$ cat src/rtl/systolic_feeder_pkg.sv
// Shared types and sizing helpers for the systolic array feeder.
package systolic_feeder_pkg;

  typedef enum logic [2:0] {
    StIdle,
    StLoadW,
    StLoadIn,
    StFeed,
    StDone
  } state_e;

  // Number of cycles the skewed wavefront needs to drain all lanes.
  function automatic int unsigned feed_len(int unsigned vector, int unsigned rows,
                                           int unsigned cols);
    return vector + ((rows > cols) ? rows : cols) - 1;
  endfunction

  // Bits needed for a counter that reaches max_val; never less than one.
  function automatic int unsigned cnt_width(int unsigned max_val);
    return (max_val < 1) ? 1 : $clog2(max_val + 1);
  endfunction

endpackage

$ cat src/rtl/systolic_feeder_if.sv
// Host stream and array feed bundle for systolic_feeder.
interface systolic_feeder_if #(
  parameter int unsigned WIDTH = 8,
  parameter int unsigned ROWS  = 4,
  parameter int unsigned COLS  = 4
) ();

  logic                  start;
  logic [WIDTH-1:0]      w_data;
  logic                  w_valid;
  logic                  w_ready;
  logic [WIDTH-1:0]      in_data;
  logic                  in_valid;
  logic                  in_ready;
  logic [ROWS*WIDTH-1:0] ws_array;
  logic [COLS*WIDTH-1:0] ins_array;
  logic [ROWS-1:0]       ws_vld;
  logic [COLS-1:0]       ins_vld;
  logic                  busy;
  logic                  done;

  modport master (
    output start, w_data, w_valid, in_data, in_valid,
    input  w_ready, in_ready, ws_array, ins_array, ws_vld, ins_vld, busy, done
  );

  modport slave (
    input  start, w_data, w_valid, in_data, in_valid,
    output w_ready, in_ready, ws_array, ins_array, ws_vld, ins_vld, busy, done
  );

endinterface

$ cat src/rtl/systolic_feeder_lane.sv
// One feed lane: VECTOR-entry register file replayed with a fixed skew.
module systolic_feeder_lane
  import systolic_feeder_pkg::*;
#(
  parameter int unsigned WIDTH  = 8,
  parameter int unsigned VECTOR = 4,
  parameter int unsigned SKEW   = 0,
  parameter int unsigned TW     = 3,
  parameter int unsigned SW     = cnt_width(VECTOR - 1)
) (
  input  logic             clk,
  input  logic             rst,
  input  logic             wr_en,
  input  logic [SW-1:0]    wr_slot,
  input  logic [WIDTH-1:0] wr_data,
  input  logic             feed_en,
  input  logic [TW-1:0]    feed_t,
  output logic [WIDTH-1:0] data,
  output logic             vld
);

  logic [WIDTH-1:0] mem_q [VECTOR];
  logic [WIDTH-1:0] data_q, data_d;
  logic             vld_q, vld_d;
  logic [SW-1:0]    rd_slot;
  int unsigned      offs;

  always_comb begin
    offs    = 32'(feed_t) - SKEW;
    rd_slot = SW'(offs);
    vld_d   = feed_en && (32'(feed_t) >= SKEW) && (offs < VECTOR);
    data_d  = '0;
    if (vld_d) begin
      // Forward a slot written on the same edge it is first replayed.
      data_d = (wr_en && (wr_slot == rd_slot)) ? wr_data : mem_q[rd_slot];
    end
  end

  always_ff @(posedge clk or negedge rst) begin
    if (!rst) begin
      for (int i = 0; i < int'(VECTOR); i++) begin
        mem_q[i] <= '0;
      end
      data_q <= '0;
      vld_q  <= 1'b0;
    end else begin
      if (wr_en) begin
        mem_q[wr_slot] <= wr_data;
      end
      data_q <= data_d;
      vld_q  <= vld_d;
    end
  end

  assign data = data_q;
  assign vld  = vld_q;

endmodule

$ cat src/rtl/systolic_feeder.sv
// Loads weight and input streams into per-lane buffers, then replays them as a
// skewed diagonal wavefront into the systolic array.
module systolic_feeder
  import systolic_feeder_pkg::*;
#(
  parameter int unsigned WIDTH  = 8,
  parameter int unsigned ROWS   = 4,
  parameter int unsigned COLS   = 4,
  parameter int unsigned VECTOR = 4
) (
  input logic         clk,
  input logic         rst,
  systolic_feeder_if.slave bus
);

  localparam int unsigned T        = feed_len(VECTOR, ROWS, COLS);
  localparam int unsigned MaxLanes = (ROWS > COLS) ? ROWS : COLS;
  localparam int unsigned LW       = cnt_width(MaxLanes - 1);
  localparam int unsigned SW       = cnt_width(VECTOR - 1);
  localparam int unsigned TW       = cnt_width(T - 1);

  localparam logic [LW-1:0] LastRow  = LW'(ROWS - 1);
  localparam logic [LW-1:0] LastCol  = LW'(COLS - 1);
  localparam logic [SW-1:0] LastSlot = SW'(VECTOR - 1);
  localparam logic [TW-1:0] LastT    = TW'(T - 1);

  state_e        state_q, state_d;
  logic [LW-1:0] lane_q, lane_d;
  logic [SW-1:0] slot_q, slot_d;
  logic [TW-1:0] t_q, t_d;
  logic          w_ready_q, w_ready_d;
  logic          in_ready_q, in_ready_d;
  logic          busy_q, busy_d;
  logic          done_q, done_d;

  logic          w_fire, in_fire, beat, last_beat;
  logic [LW-1:0] last_lane;
  logic          feed_en;

  assign w_fire    = bus.w_valid && w_ready_q;
  assign in_fire   = bus.in_valid && in_ready_q;
  assign beat      = w_fire || in_fire;
  assign last_lane = (state_q == StLoadW) ? LastRow : LastCol;
  assign last_beat = beat && (slot_q == LastSlot) && (lane_q == last_lane);

  always_comb begin
    state_d = state_q;
    lane_d  = lane_q;
    slot_d  = slot_q;
    t_d     = t_q;

    // Lane-major beat position shared by both load phases.
    if (beat) begin
      if (slot_q == LastSlot) begin
        slot_d = '0;
        lane_d = last_beat ? '0 : lane_q + 1'b1;
      end else begin
        slot_d = slot_q + 1'b1;
      end
    end

    unique case (state_q)
      StIdle: begin
        if (bus.start) begin
          state_d = StLoadW;
          lane_d  = '0;
          slot_d  = '0;
        end
      end
      StLoadW: begin
        if (last_beat) state_d = StLoadIn;
      end
      StLoadIn: begin
        if (last_beat) begin
          state_d = StFeed;
          t_d     = '0;
        end
      end
      StFeed: begin
        if (t_q == LastT) begin
          state_d = StDone;
          t_d     = '0;
        end else begin
          t_d = t_q + 1'b1;
        end
      end
      StDone:  state_d = StIdle;
      default: state_d = StIdle;
    endcase

    w_ready_d  = (state_d == StLoadW);
    in_ready_d = (state_d == StLoadIn);
    busy_d     = (state_d != StIdle);
    done_d     = (state_d == StDone);
  end

  always_ff @(posedge clk or negedge rst) begin
    if (!rst) begin
      state_q    <= StIdle;
      lane_q     <= '0;
      slot_q     <= '0;
      t_q        <= '0;
      w_ready_q  <= 1'b0;
      in_ready_q <= 1'b0;
      busy_q     <= 1'b0;
      done_q     <= 1'b0;
    end else begin
      state_q    <= state_d;
      lane_q     <= lane_d;
      slot_q     <= slot_d;
      t_q        <= t_d;
      w_ready_q  <= w_ready_d;
      in_ready_q <= in_ready_d;
      busy_q     <= busy_d;
      done_q     <= done_d;
    end
  end

  // Lane registers load the value for the count entering t_q, so the feed
  // lines up with the FEED state and is already cleared in DONE.
  assign feed_en = (state_d == StFeed);

  logic [ROWS*WIDTH-1:0] ws_array;
  logic [COLS*WIDTH-1:0] ins_array;
  logic [ROWS-1:0]       ws_vld;
  logic [COLS-1:0]       ins_vld;

  for (genvar r = 0; r < int'(ROWS); r++) begin : g_w_lane
    logic we;
    assign we = w_fire && (lane_q == LW'(r));
    systolic_feeder_lane #(
      .WIDTH (WIDTH),
      .VECTOR(VECTOR),
      .SKEW  (r),
      .TW    (TW),
      .SW    (SW)
    ) u_lane (
      .clk    (clk),
      .rst    (rst),
      .wr_en  (we),
      .wr_slot(slot_q),
      .wr_data(bus.w_data),
      .feed_en(feed_en),
      .feed_t (t_d),
      .data   (ws_array[r*WIDTH +: WIDTH]),
      .vld    (ws_vld[r])
    );
  end

  for (genvar c = 0; c < int'(COLS); c++) begin : g_in_lane
    logic we;
    assign we = in_fire && (lane_q == LW'(c));
    systolic_feeder_lane #(
      .WIDTH (WIDTH),
      .VECTOR(VECTOR),
      .SKEW  (c),
      .TW    (TW),
      .SW    (SW)
    ) u_lane (
      .clk    (clk),
      .rst    (rst),
      .wr_en  (we),
      .wr_slot(slot_q),
      .wr_data(bus.in_data),
      .feed_en(feed_en),
      .feed_t (t_d),
      .data   (ins_array[c*WIDTH +: WIDTH]),
      .vld    (ins_vld[c])
    );
  end

  assign bus.w_ready   = w_ready_q;
  assign bus.in_ready  = in_ready_q;
  assign bus.busy      = busy_q;
  assign bus.done      = done_q;
  assign bus.ws_array  = ws_array;
  assign bus.ins_array = ins_array;
  assign bus.ws_vld    = ws_vld;
  assign bus.ins_vld   = ins_vld;

endmodule

$ cat src/flat_wrapper.sv
// flat-port wrapper written by rule: the top's interface ports become plain ports
module systolic_feeder_flat import systolic_feeder_pkg::*;
#(
  parameter int unsigned WIDTH  = 8,
  parameter int unsigned ROWS   = 4,
  parameter int unsigned COLS   = 4,
  parameter int unsigned VECTOR = 4
)
  (clk, rst, bus_start, bus_w_data, bus_w_valid, bus_in_data, bus_in_valid, bus_w_ready, bus_in_ready, bus_ws_array, bus_ins_array, bus_ws_vld, bus_ins_vld, bus_busy, bus_done);
  systolic_feeder_if #(.WIDTH(WIDTH), .ROWS(ROWS), .COLS(COLS)) bus_i ();
  input logic clk;
  input logic rst;
  input wire logic [$bits(bus_i.start)-1:0] bus_start;
  input wire logic [$bits(bus_i.w_data)-1:0] bus_w_data;
  input wire logic [$bits(bus_i.w_valid)-1:0] bus_w_valid;
  input wire logic [$bits(bus_i.in_data)-1:0] bus_in_data;
  input wire logic [$bits(bus_i.in_valid)-1:0] bus_in_valid;
  output wire logic [$bits(bus_i.w_ready)-1:0] bus_w_ready;
  output wire logic [$bits(bus_i.in_ready)-1:0] bus_in_ready;
  output wire logic [$bits(bus_i.ws_array)-1:0] bus_ws_array;
  output wire logic [$bits(bus_i.ins_array)-1:0] bus_ins_array;
  output wire logic [$bits(bus_i.ws_vld)-1:0] bus_ws_vld;
  output wire logic [$bits(bus_i.ins_vld)-1:0] bus_ins_vld;
  output wire logic [$bits(bus_i.busy)-1:0] bus_busy;
  output wire logic [$bits(bus_i.done)-1:0] bus_done;
  assign bus_i.start = bus_start;
  assign bus_i.w_data = bus_w_data;
  assign bus_i.w_valid = bus_w_valid;
  assign bus_i.in_data = bus_in_data;
  assign bus_i.in_valid = bus_in_valid;
  assign bus_w_ready = bus_i.w_ready;
  assign bus_in_ready = bus_i.in_ready;
  assign bus_ws_array = bus_i.ws_array;
  assign bus_ins_array = bus_i.ins_array;
  assign bus_ws_vld = bus_i.ws_vld;
  assign bus_ins_vld = bus_i.ins_vld;
  assign bus_busy = bus_i.busy;
  assign bus_done = bus_i.done;
  systolic_feeder #(.WIDTH(WIDTH), .ROWS(ROWS), .COLS(COLS), .VECTOR(VECTOR)) u_core (.clk(clk), .rst(rst), .bus(bus_i));
endmodule
$ cat config.mk
export PLATFORM = sky130hd
export DESIGN_NAME = systolic_feeder_flat
export DESIGN_NICKNAME = d
export VERILOG_FILES = /design/src/rtl/systolic_feeder_pkg.sv /design/src/rtl/systolic_feeder_if.sv /design/src/rtl/systolic_feeder_lane.sv /design/src/rtl/systolic_feeder.sv /design/src/flat_wrapper.sv
export SDC_FILE = /design/constraint.sdc
export NUM_CORES = 1
export LEC_CHECK = 0
export BUFFER_PORTS_ARGS = -buffer_cell sky130_fd_sc_hd__buf_2
export CORE_MARGIN = 2
export CORE_UTILIZATION = 40
export CTS_CLUSTER_DIAMETER = 30
export DETAILED_ROUTE_END_ITERATION = 6
export GPL_TIMING_DRIVEN = 0
export SETUP_SLACK_MARGIN = 0.15
export SLEW_MARGIN = 20
export SYNTH_ARGS = -nofsm -noshare
export SYNTH_HDL_FRONTEND = slang
export SYNTH_SLANG_ARGS = --single-unit
$ cat constraint.sdc
create_clock -name clk -period 4.5 [get_ports clk]
set_input_delay 0.225 -clock clk [delete_from_list [all_inputs] [get_ports clk]]
set_output_delay 0.225 -clock clk [all_outputs]
set_load 0.05 [all_outputs]
==> flow_summary.toml, run 1 <==
[run_status]
outcome = "finished, final reports clean"

[drt]
routedWlPerCell_um = 19.2
routed_wl_mm = 38.1
vias = 10200
drc = 0
antenna_left = 0
drtPass1Iterations = 5
first_iter_violations = 601
via_per_inst = 5.13

[cells_and_area]
nets = 1448
seq_area_mm2 = 0.00846
final_area_mm2 = 0.0189
fillers = 3353
area_growth_pct = 23.7
drive_gt1_share_pct = 35.6
multi_input_area_mm2 = 0.00631
n_antenna_cell = 0

[yosys]
ys_seq_elements = 338
syn-num-nets = 1291
synth_area_mm2 = 0.0153
yosysWarnings = 0
synth_top_cell_by_area = "dfrtp_1"
synthTopCellsByCount = "dfrtp_1, mux2_2, nand2_1, nand3_1, mux2i_1"
seq_area_frac_synth_pct = 55.3
synthArstFlopShare_pct = 100
synth_top_flop_cell = "dfrtp_1"
syn_area_per_cell_um2 = 12.2
synth-edff-count = 0
synth.most_common_cell = "dfrtp_1"
ys_types = 45
syn_inst = 1256
synth.area.top_cells = "dfrtp_1, mux2_2, mux2i_1"
netlist.area_leader.share_pct = 55.3

[die]
die_h_um = 200
ioPinCount = 97
coreArea_mm2 = 0.0377
num_rows = 71
die_width_um = 200
die_area_mm2 = 0.0398
initial_core_util_pct = 40.6

[global_routing]
grt_pass1_vias = 10600
grt_usage_pct = 19.8
grt_overflow = 0
grt_pass1_wl_mm = 60.1
grt_max_degree = 99
antenna_found_initial = 0

[place]
hpwl_mm = 25.8
port_buffers = 80
placed_area_mm2 = 0.0164
gp_congestion = 0.804

[timing]
clock.fmax_ghz = 0.260
fin_setup_tns_ps = 0
final-setup-viol-count = 0
post-route-period-util_pct = 85.4
hold_viol_final = 0
maxSlewViolCount = 0
maxSlewHeadroom_pct = 29.9
rsz0062_at_grt = "no"
final.min_clock_period_ps = 3840
worst_pin_slew_ps = 1040
skew_ps = 12.4

[worst_setup_path]
arrival_ps = 4280
crit_type = "register to register"
required_ps = 4930
cp_max_fo = 10
startpoint_type = "register"
cp-end-kind = "register"

[pwr]
cellLeakagePower_nw = 9.30
p_per_area_mw_per_mm2 = 672
peakVddDrop_uv = 256
p_total_mw = 12.7

[clock_network]
cts-root-buf = "clkbuf_16"
clk_latency_ps = 560
cts_buffers = 71
cts_tree = "done"
clkTransAtPathRegs_ps = 40
clockBufferDepth = 3
cts-htree-levels = 3
cts_sinks = 338

[run]
cap_viol_max_count = 0

[min_path]
hp-class = "primary input to register"
-- cells in the final DEF (no fill, tap or decap), types with 2 or more instances in the layout --
| cell type | instances |
|---|---|
| clkinv_2 | 14 |
| o211ai_1 | 2 |
| mux4_2 | 16 |
| or3_1 | 3 |
| ha_1 | 14 |
| a21oi_1 | 39 |
| nor3b_1 | 2 |
| mux2_2 | 256 |
| clkbuf_16 | 71 |
| buf_6 | 2 |
| xnor2_1 | 2 |
| mux2i_4 | 2 |
| nor2_1 | 39 |
| clkinvlp_4 | 8 |
| nand4_1 | 2 |
| nand3_1 | 102 |
| mux2i_1 | 80 |
| buf_16 | 3 |
| clkbuf_2 | 2 |
| inv_2 | 3 |
| inv_6 | 5 |
| nor3_1 | 3 |
| bufinv_16 | 13 |
| clkbuf_1 | 69 |
| clkbuf_8 | 7 |
| o21bai_1 | 2 |
| nand2b_1 | 3 |
| buf_4 | 14 |
| dfrtp_1 | 338 |
| buf_2 | 97 |
| nand2_1 | 200 |
| and3_1 | 17 |
| inv_1 | 15 |
-- state kept, by name (all words and copies together), names as in the netlist --
| name | flops |
|---|---|
| u_core.bus.done | 1 |
| u_core.bus.w_ready | 1 |
| u_core.g_in_lane.u_lane.mem_q | 128 |
| u_core.state_q | 3 |
| u_core.bus.in_ready | 1 |
| u_core.g_w_lane.u_lane.mem_q | 128 |
| u_core.g_w_lane.u_lane.data | 32 |
| u_core.g_w_lane.u_lane.vld | 4 |
| u_core.g_in_lane.u_lane.data | 32 |
| u_core.slot_q | 2 |
| u_core.t_q | 3 |
| u_core.bus.busy | 1 |
| u_core.lane_q | 2 |
-- logic make-up (layout without fill, tap and decap cells) --
group	Yosys count	in the layout	synth area share, %
simple gates	378	378	10.8
mux	354	354	26.7
flops	338	338	55.3
buf+inv	115	327	3.41
compound gates	53	53	2.20
fa+ha+maj	14	14	1.15
xor+xnor	4	4	0.401
-- final cells by class --
type	count	area share, %
Clock buffer	87	10.1
Timing Repair Buffer	84	2.66
Clock inverter	41	3.03
Sequential cell	338	44.7
Buffer	97	2.41
Inverter	18	0.357
Multi-Input combinational cell	803	33.4
Tap cell	511	3.38
-- worst max-delay path, stage by stage (launching register included) --
cell,delay (ps)
dfrtp_1,460
ha_1,270
nand2_1,120
nor2_2,80
o311ai_4,370
buf_4,270
clkbuf_1,440
inv_1,90
ha_1,310
clkbuf_2,240
xnor2_1,220
nor3b_1,210
buf_2,320
mux2i_1,260
nor2_1,60
-- where the power goes --
| group | internal (mW) | switching (mW) | leakage, nW |
|---|---|---|---|
| Sequential | 3.63 | 0.309 | 4.56 |
| Clock | 3.74 | 1.64 | 1.20 |
| Combinational | 1.35 | 2.04 | 3.54 |
-- worst paths after layout --
check / slack, ps / startpoint / end / cells after the start
worst max-delay path: 660 / u_core.slot_q[0] / u_core.g_w_lane[3].u_lane.data[6] / 14
worst min-delay path: 100 / bus_w_valid / u_core.slot_q[1] / 4
worst max register to register: 660 / u_core.slot_q[0] / u_core.g_w_lane[3].u_lane.data[6] / 14
worst min register to register: 500 / u_core.g_w_lane[3].u_lane.mem_q[18] / u_core.g_w_lane[3].u_lane.mem_q[18] / 1
max in group asynchronous: 2970 / rst / u_core.g_w_lane[3].u_lane.mem_q[1] / 4
min in group asynchronous: 200 / rst / u_core.g_in_lane[1].u_lane.mem_q[12] / 2
-- stage by stage --
| stage | utilization, % | hold slack (ps) | std cells | setup WS (ps) |
|---|---|---|---|---|
| 6_report | 50.2 | 103 | 1979 | 658 |
| 5_1_grt | 50.2 | 141 | 1979 | 376 |
| 3_3_place_gp | 43.4 | 481 | 1847 | -3350 |
| 3_5_place_dp | 43.6 | 213 | 1850 | 242 |
| 4_1_cts | 50.2 | 80.3 | 1979 | 222 |
| 2_1_floorplan | - | -70.6 | 1256 | 1090 |
-- routing by layer --
layer	routed length (um)	share of wire (%)	GRT usage, %
met5	0	0	0
met4	1050	2.8	7.96
met1	17300	45	26.5
met2	18200	48	31.9
met3	1570	4.1	3.56
-- timing repair --
item,CTS,global route
setup endpoints to repair,0,12
resized for setup,0,4
setup buffers,0,0
hold buffers,1,0
hold endpoints to repair,63,0
No activity file was read; power rests on OpenSTA's default activity.
==> inputs of run 2 (changes only) <==
Settings changed: ABC_AREA from default to 1, REMOVE_ABC_BUFFERS from default to 1.
==> run 2 against run 1 <==
Effect of this change: wire length increased by 8.6%; synthesized cell count increased by 58%; synthesized area increased by 3.8%; hold slack improved by 30 ps; combinational power increased by 63%; flip-flop and latch count unchanged; maximum frequency decreased by 4.9%; sequential power increased by 4%; count of clock-buffer cells in the layout increased by 16; register-to-register slack got worse by 200 ps; non-clock buffer count decreased by 59.
==> flow_summary.toml, run 2 <==
[global_routing]
antenna_found_initial = 0
grt_pass1_vias = 12700
grt_pass1_wl_mm = 67.4
grt_max_degree = 98
grt_overflow = 0
grt_usage_pct = 20.4

[worst_setup_path]
startpoint_type = "register"
crit_type = "register to register"
cp_max_fo = 63
reg2reg_slack_ps = 460
slowest_delay_ps = 480
worstSetupStartpoint = "u_core.slot_q[0]"
cp_cell_sequence = "ha_4 > nand3_2 > nand3_4 > nand3_4 > buf_16 > buf_12 > buf_16 > ha_4 > xor2_1 > nand3_2 > inv_2 > nor2_1 > nor2_1"
arrival_ps = 4550
slowest_stage = "dfrtp_1"
cp-end-kind = "register"
required_ps = 5010
r2r_start = "u_core.slot_q[0]"

[timing]
whs_ps = 133
maxSlewViolCount = 0
maxSlewHeadroom_pct = 26.7
clock.fmax_ghz = 0.247
post-route-period-util_pct = 89.8
worst_pin_slew_ps = 1100
skew_ps = 26.0
layout_setup_ws_ps = 458
final.min_clock_period_ps = 4040
rsz0062_at_grt = "no"
final-setup-viol-count = 0
fin_setup_tns_ps = 0
hold_viol_final = 0

[die]
die_h_um = 203
die_width_um = 203
die_area_mm2 = 0.0413
initial_core_util_pct = 40.8
coreArea_mm2 = 0.0389
num_rows = 72
ioPinCount = 97

[cells_and_area]
n_antenna_cell = 0
final_common_cell = "nand2_1"
fin_util_pct = 50.5
final_cell_mix = "nand2_1, dfrtp_1, o21ai_0, inv_1, nor2_1"
final_area_mm2 = 0.0197
area_growth_pct = 23.9
drive_gt1_share_pct = 13.3
instances_no_fill = 2650
nets = 2105
top_regs = "u_core.g_in_lane.u_lane.mem_q (128), u_core.g_w_lane.u_lane.mem_q (128)"
fillers = 3763

[clock_network]
cts_sinks = 338
clockBufferDepth = 3
cts_buffers = 77
cts_tree = "done"
cts-root-buf = "clkbuf_16"
cts-htree-levels = 3
clk_latency_ps = 600
clkTransAtPathRegs_ps = 50

[drt]
drc = 0
drtPass1Iterations = 5
via_per_inst = 4.98
routedWlPerCell_um = 15.6
first_iter_violations = 1087
vias = 13200
antenna_left = 0
routed_wl_mm = 41.4

[place]
pre_cts_ws_ps = -928
port_buffers = 96
gp_congestion = 0.830
hpwl_mm = 24.8
dp_cells = 2488
placed_area_mm2 = 0.0166

[pwr]
intPower_mw = 9.43
switching_share_pct = 39.0
peakVddDrop_uv = 368
p_total_mw = 15.5
p_comb_share_pct = 35.8
power_switching_mw = 6.03
p_clk_share_pct = 37.9
cellLeakagePower_nw = 9.67
p_per_area_mw_per_mm2 = 786
p_seq_share_pct = 26.4

[yosys]
synthArstFlopShare_pct = 100
seq_area_frac_synth_pct = 53.3
synth.most_common_cell = "nand2_1"
syn_area_per_cell_um2 = 8.00
synth_area_mm2 = 0.0159
netlist.area_leader.share_pct = 53.3
ys_seq_elements = 338
synth.area.top_cells = "dfrtp_1, nand2_1, o21ai_0"
yosysWarnings = 0
synth-edff-count = 0
ys_types = 31
synth_top_cell_by_area = "dfrtp_1"
syn_inst = 1985
synth_top_flop_cell = "dfrtp_1"
synthTopCellsByCount = "nand2_1, dfrtp_1, o21ai_0, inv_1, nor2_1"

[min_path]
min_from = "bus_start"
hp-class = "primary input to register"

[run_status]
outcome = "finished, final reports clean"

[run]
cap_viol_max_count = 0
[run 2: layer usage]
layer,vias up,global-route usage [%],share of wire [%]
li1,6503,-,-
met1,6281,27.7,46
met2,348,32.2,46
met3,63,4.39,6.1
met4,0,7.43,2.2
met5,-,0,0
[run 2: worst max-delay path: cells and delay by family (launching register included)]
family	cells	cell delay [ps]
XOR/XNOR	1	280
adder cells (fa/ha/maj)	2	790
buffers and inverters	4	1040
flip-flops	1	480
AND/OR/NAND/NOR	6	1330
[run 2: final timing paths]
path / end / cells past startpoint
worst min-delay path: u_core.bus.w_ready / 3
min in group asynchronous: u_core.g_in_lane[0].u_lane.data[5] / 2
worst max register to register: u_core.g_in_lane[3].u_lane.data[7] / 13
worst max-delay path: u_core.g_in_lane[3].u_lane.data[7] / 13
max in group asynchronous: u_core.g_w_lane[1].u_lane.mem_q[31] / 5
worst min register to register: u_core.g_w_lane[0].u_lane.mem_q[31] / 2
[run 2: timing repair]
item / CTS / global route
hold buffers: 17 / 0
endpoints found under the hold margin: 94 / 0
buffers inserted: 0 / 2
resized for setup: 7 / 7
pin swaps: 1 / 1
setup endpoints to repair: 65 / 65
gates cloned: 1 / 1
[run 2: logic make-up after synthesis]
family,synth area share [%]
AND/OR/NAND/NOR,23.7
AO/OA/AOI/OAI,13.1
adder cells (fa/ha/maj),1.10
flip-flops,53.3
XOR/XNOR,0.110
buffers and inverters,8.69
[run 2: final cells by class]
class	instances	area [um2]	share of cell area [%]
clock buffers	103	2220	11.3
clock inverters	38	553	2.81
inverters	213	811	4.12
multi-input cells	1318	6110	31.1
flip-flops and latches	338	8460	43.0
well taps	518	648	3.30
repair buffers	122	873	4.44
[run 2: power by group through the flow]
stage	sequential [mW]	clock (mW)	combinational (mW)
after floorplan	4.24	0	3.73
after global placement	4.08	0	5.34
after detailed placement	4.10	0	5.34
after CTS	4.06	5.93	5.48
after global routing	4.16	6.11	6.33
final	4.08	5.85	5.53
==> inputs of run 3 (changes only) <==
Clock period 4.5 ns to 4.3 ns, I/O delays scaled along.
==> run 3 against run 2 <==
Effect of this change: clock power rose by 4.6%; global-route usage rose by 0.073 points; register-to-register slack got worse by 40 ps; flip-flop and latch count did not move; non-clock buffer count rose by 1.
==> flow_summary.toml, run 3 (same netlist as run 2, synthesis figures left out) <==
[run_status]
outcome = "finished, final reports clean"

[timing]
clock.fmax_ghz = 0.258
fin_setup_tns_ps = 0
post-route-period-util_pct = 90.2
whs_ps = 120
skew_ps = 25.8
maxSlewViolCount = 0
final-setup-viol-count = 0
rsz0062_at_grt = "no"
final.min_clock_period_ps = 3880
worst_pin_slew_ps = 1100
maxSlewHeadroom_pct = 26.6
hold_viol_final = 0

[worst_setup_path]
r2r_start = "u_core.bus.w_ready"
startpoint_type = "register"
reg2reg_slack_ps = 420
reg2reg_depth = 14
required_ps = 4780
crit_type = "register to register"
r2r_end = "u_core.g_w_lane[3].u_lane.data[0]"
arrival_ps = 4350
worstSetupStartpoint = "u_core.bus.w_ready"
cp-end-kind = "register"
cp_max_fo = 63

[place]
port_buffers = 96
gp_congestion = 0.830
hpwl_mm = 24.8

[pwr]
p_total_mw = 16.2
cellLeakagePower_nw = 9.69
peakVddDrop_uv = 367
p_per_area_mw_per_mm2 = 822

[die]
die_width_um = 203
die_h_um = 203
ioPinCount = 97
initial_core_util_pct = 40.8
num_rows = 72
coreArea_mm2 = 0.0389
die_area_mm2 = 0.0413

[drt]
routedWlPerCell_um = 15.6
drtPass1Iterations = 5
vias = 13200
drc = 0
first_iter_violations = 1056
antenna_left = 0
via_per_inst = 4.99
routed_wl_mm = 41.4

[clock_network]
clk_latency_ps = 600
cts_buffers = 77
cts_tree = "done"
cts-root-buf = "clkbuf_16"
clkTransAtPathRegs_ps = 50
clockBufferDepth = 3
cts-htree-levels = 3
cts_sinks = 338

[global_routing]
grt_usage_pct = 20.5
grt_max_degree = 98
antenna_found_initial = 0
grt_overflow = 0
grt_pass1_wl_mm = 67.6
grt_pass1_vias = 12700

[cells_and_area]
final_common_cell = "nand2_1"
seq_area_mm2 = 0.00846
final_cell_mix = "nand2_1, dfrtp_1, o21ai_0, inv_1, nor2_1"
nets = 2106
multi_input_area_mm2 = 0.00612
area_growth_pct = 24.0
fillers = 3762
drive_gt1_share_pct = 13.3
n_antenna_cell = 0
top_regs = "u_core.g_in_lane.u_lane.mem_q (128), u_core.g_w_lane.u_lane.mem_q (128)"

[min_path]
hold_path_depth = 3
min_from = "bus_start"
holdPathEnd = "u_core.bus.w_ready"
hp-class = "primary input to register"

[run]
cap_viol_max_count = 0
==> run 3: final cells by class <==
type / count / area share, %
Timing Repair Buffer: 123 / 4.48
Clock inverter: 38 / 2.81
Clock buffer: 103 / 11.3
Inverter: 213 / 4.10
Sequential cell: 338 / 43.0
Multi-Input combinational cell: 1318 / 31.1
Tap cell: 518 / 3.29
==> run 3: power breakdown <==
| group | switching, mW | internal [mW] | total, mW | leakage, nW |
|---|---|---|---|---|
| sequential | 0.387 | 3.88 | 4.27 | 4.58 |
| combinational | 3.98 | 1.80 | 5.78 | 3.76 |
| clock | 1.94 | 4.19 | 6.12 | 1.35 |
| total | 6.31 | 9.87 | 16.2 | 9.69 |
==> run 3: what timing repair did <==
item                                    CTS  global route
gates cloned                              1             1
gates resized for setup                  10             4
buffers inserted                          2             1
pin swaps                                 1             1
endpoints found under the setup margin   66            64
hold endpoints to repair                 94             0
hold buffers                             17             0
==> run 3: worst max-delay path, cell delays in order, from the launching register on <==
cell and delay [ps]:
dfrtp_1 430, nand2_1 230, nand2_2 140, nand3_2 170, nand3_4 270, nand3_4 180, buf_16 260, buf_12 280
buf_16 290, ha_4 320, xor2_1 340, nand3_2 280, inv_2 230, nor2_1 80, nor2_1 220
==> run 3: layer usage <==
metal | global-route usage (%) | part of all wire, %
met5 | 0 | 0
met1 | 27.8 | 46
met2 | 32.3 | 45
met3 | 4.36 | 5.9
met4 | 7.66 | 2.6
==> run 3: worst max-delay path by stage <==
stage / to / slack, ps / cells past startpoint
after floorplan: u_core.g_in_lane[0].u_lane.data[0] / -150 / 11
after global placement: u_core.g_w_lane[1].u_lane.mem_q[27] / -3560 / 1
after detailed placement: u_core.g_in_lane[0].u_lane.data[6] / -1130 / 13
after CTS: u_core.g_in_lane[3].u_lane.data[2] / 160 / 13
after global routing: u_core.g_w_lane[3].u_lane.data[0] / 190 / 14
final: u_core.g_w_lane[3].u_lane.data[0] / 420 / 14
==> run 3: through the flow <==
stage / util (%) / worst slack (ps) / instance area [um2] / cells
after global routing: 50.6 / 186 / 19700 / 2651
after CTS: 50.5 / 159 / 19600 / 2649
after global placement: 42.2 / -3560 / 16400 / 2481
after floorplan: - / -145 / 15300 / 1867
after detailed placement: 42.7 / -1130 / 16600 / 2488
final: 50.6 / 423 / 19700 / 2651
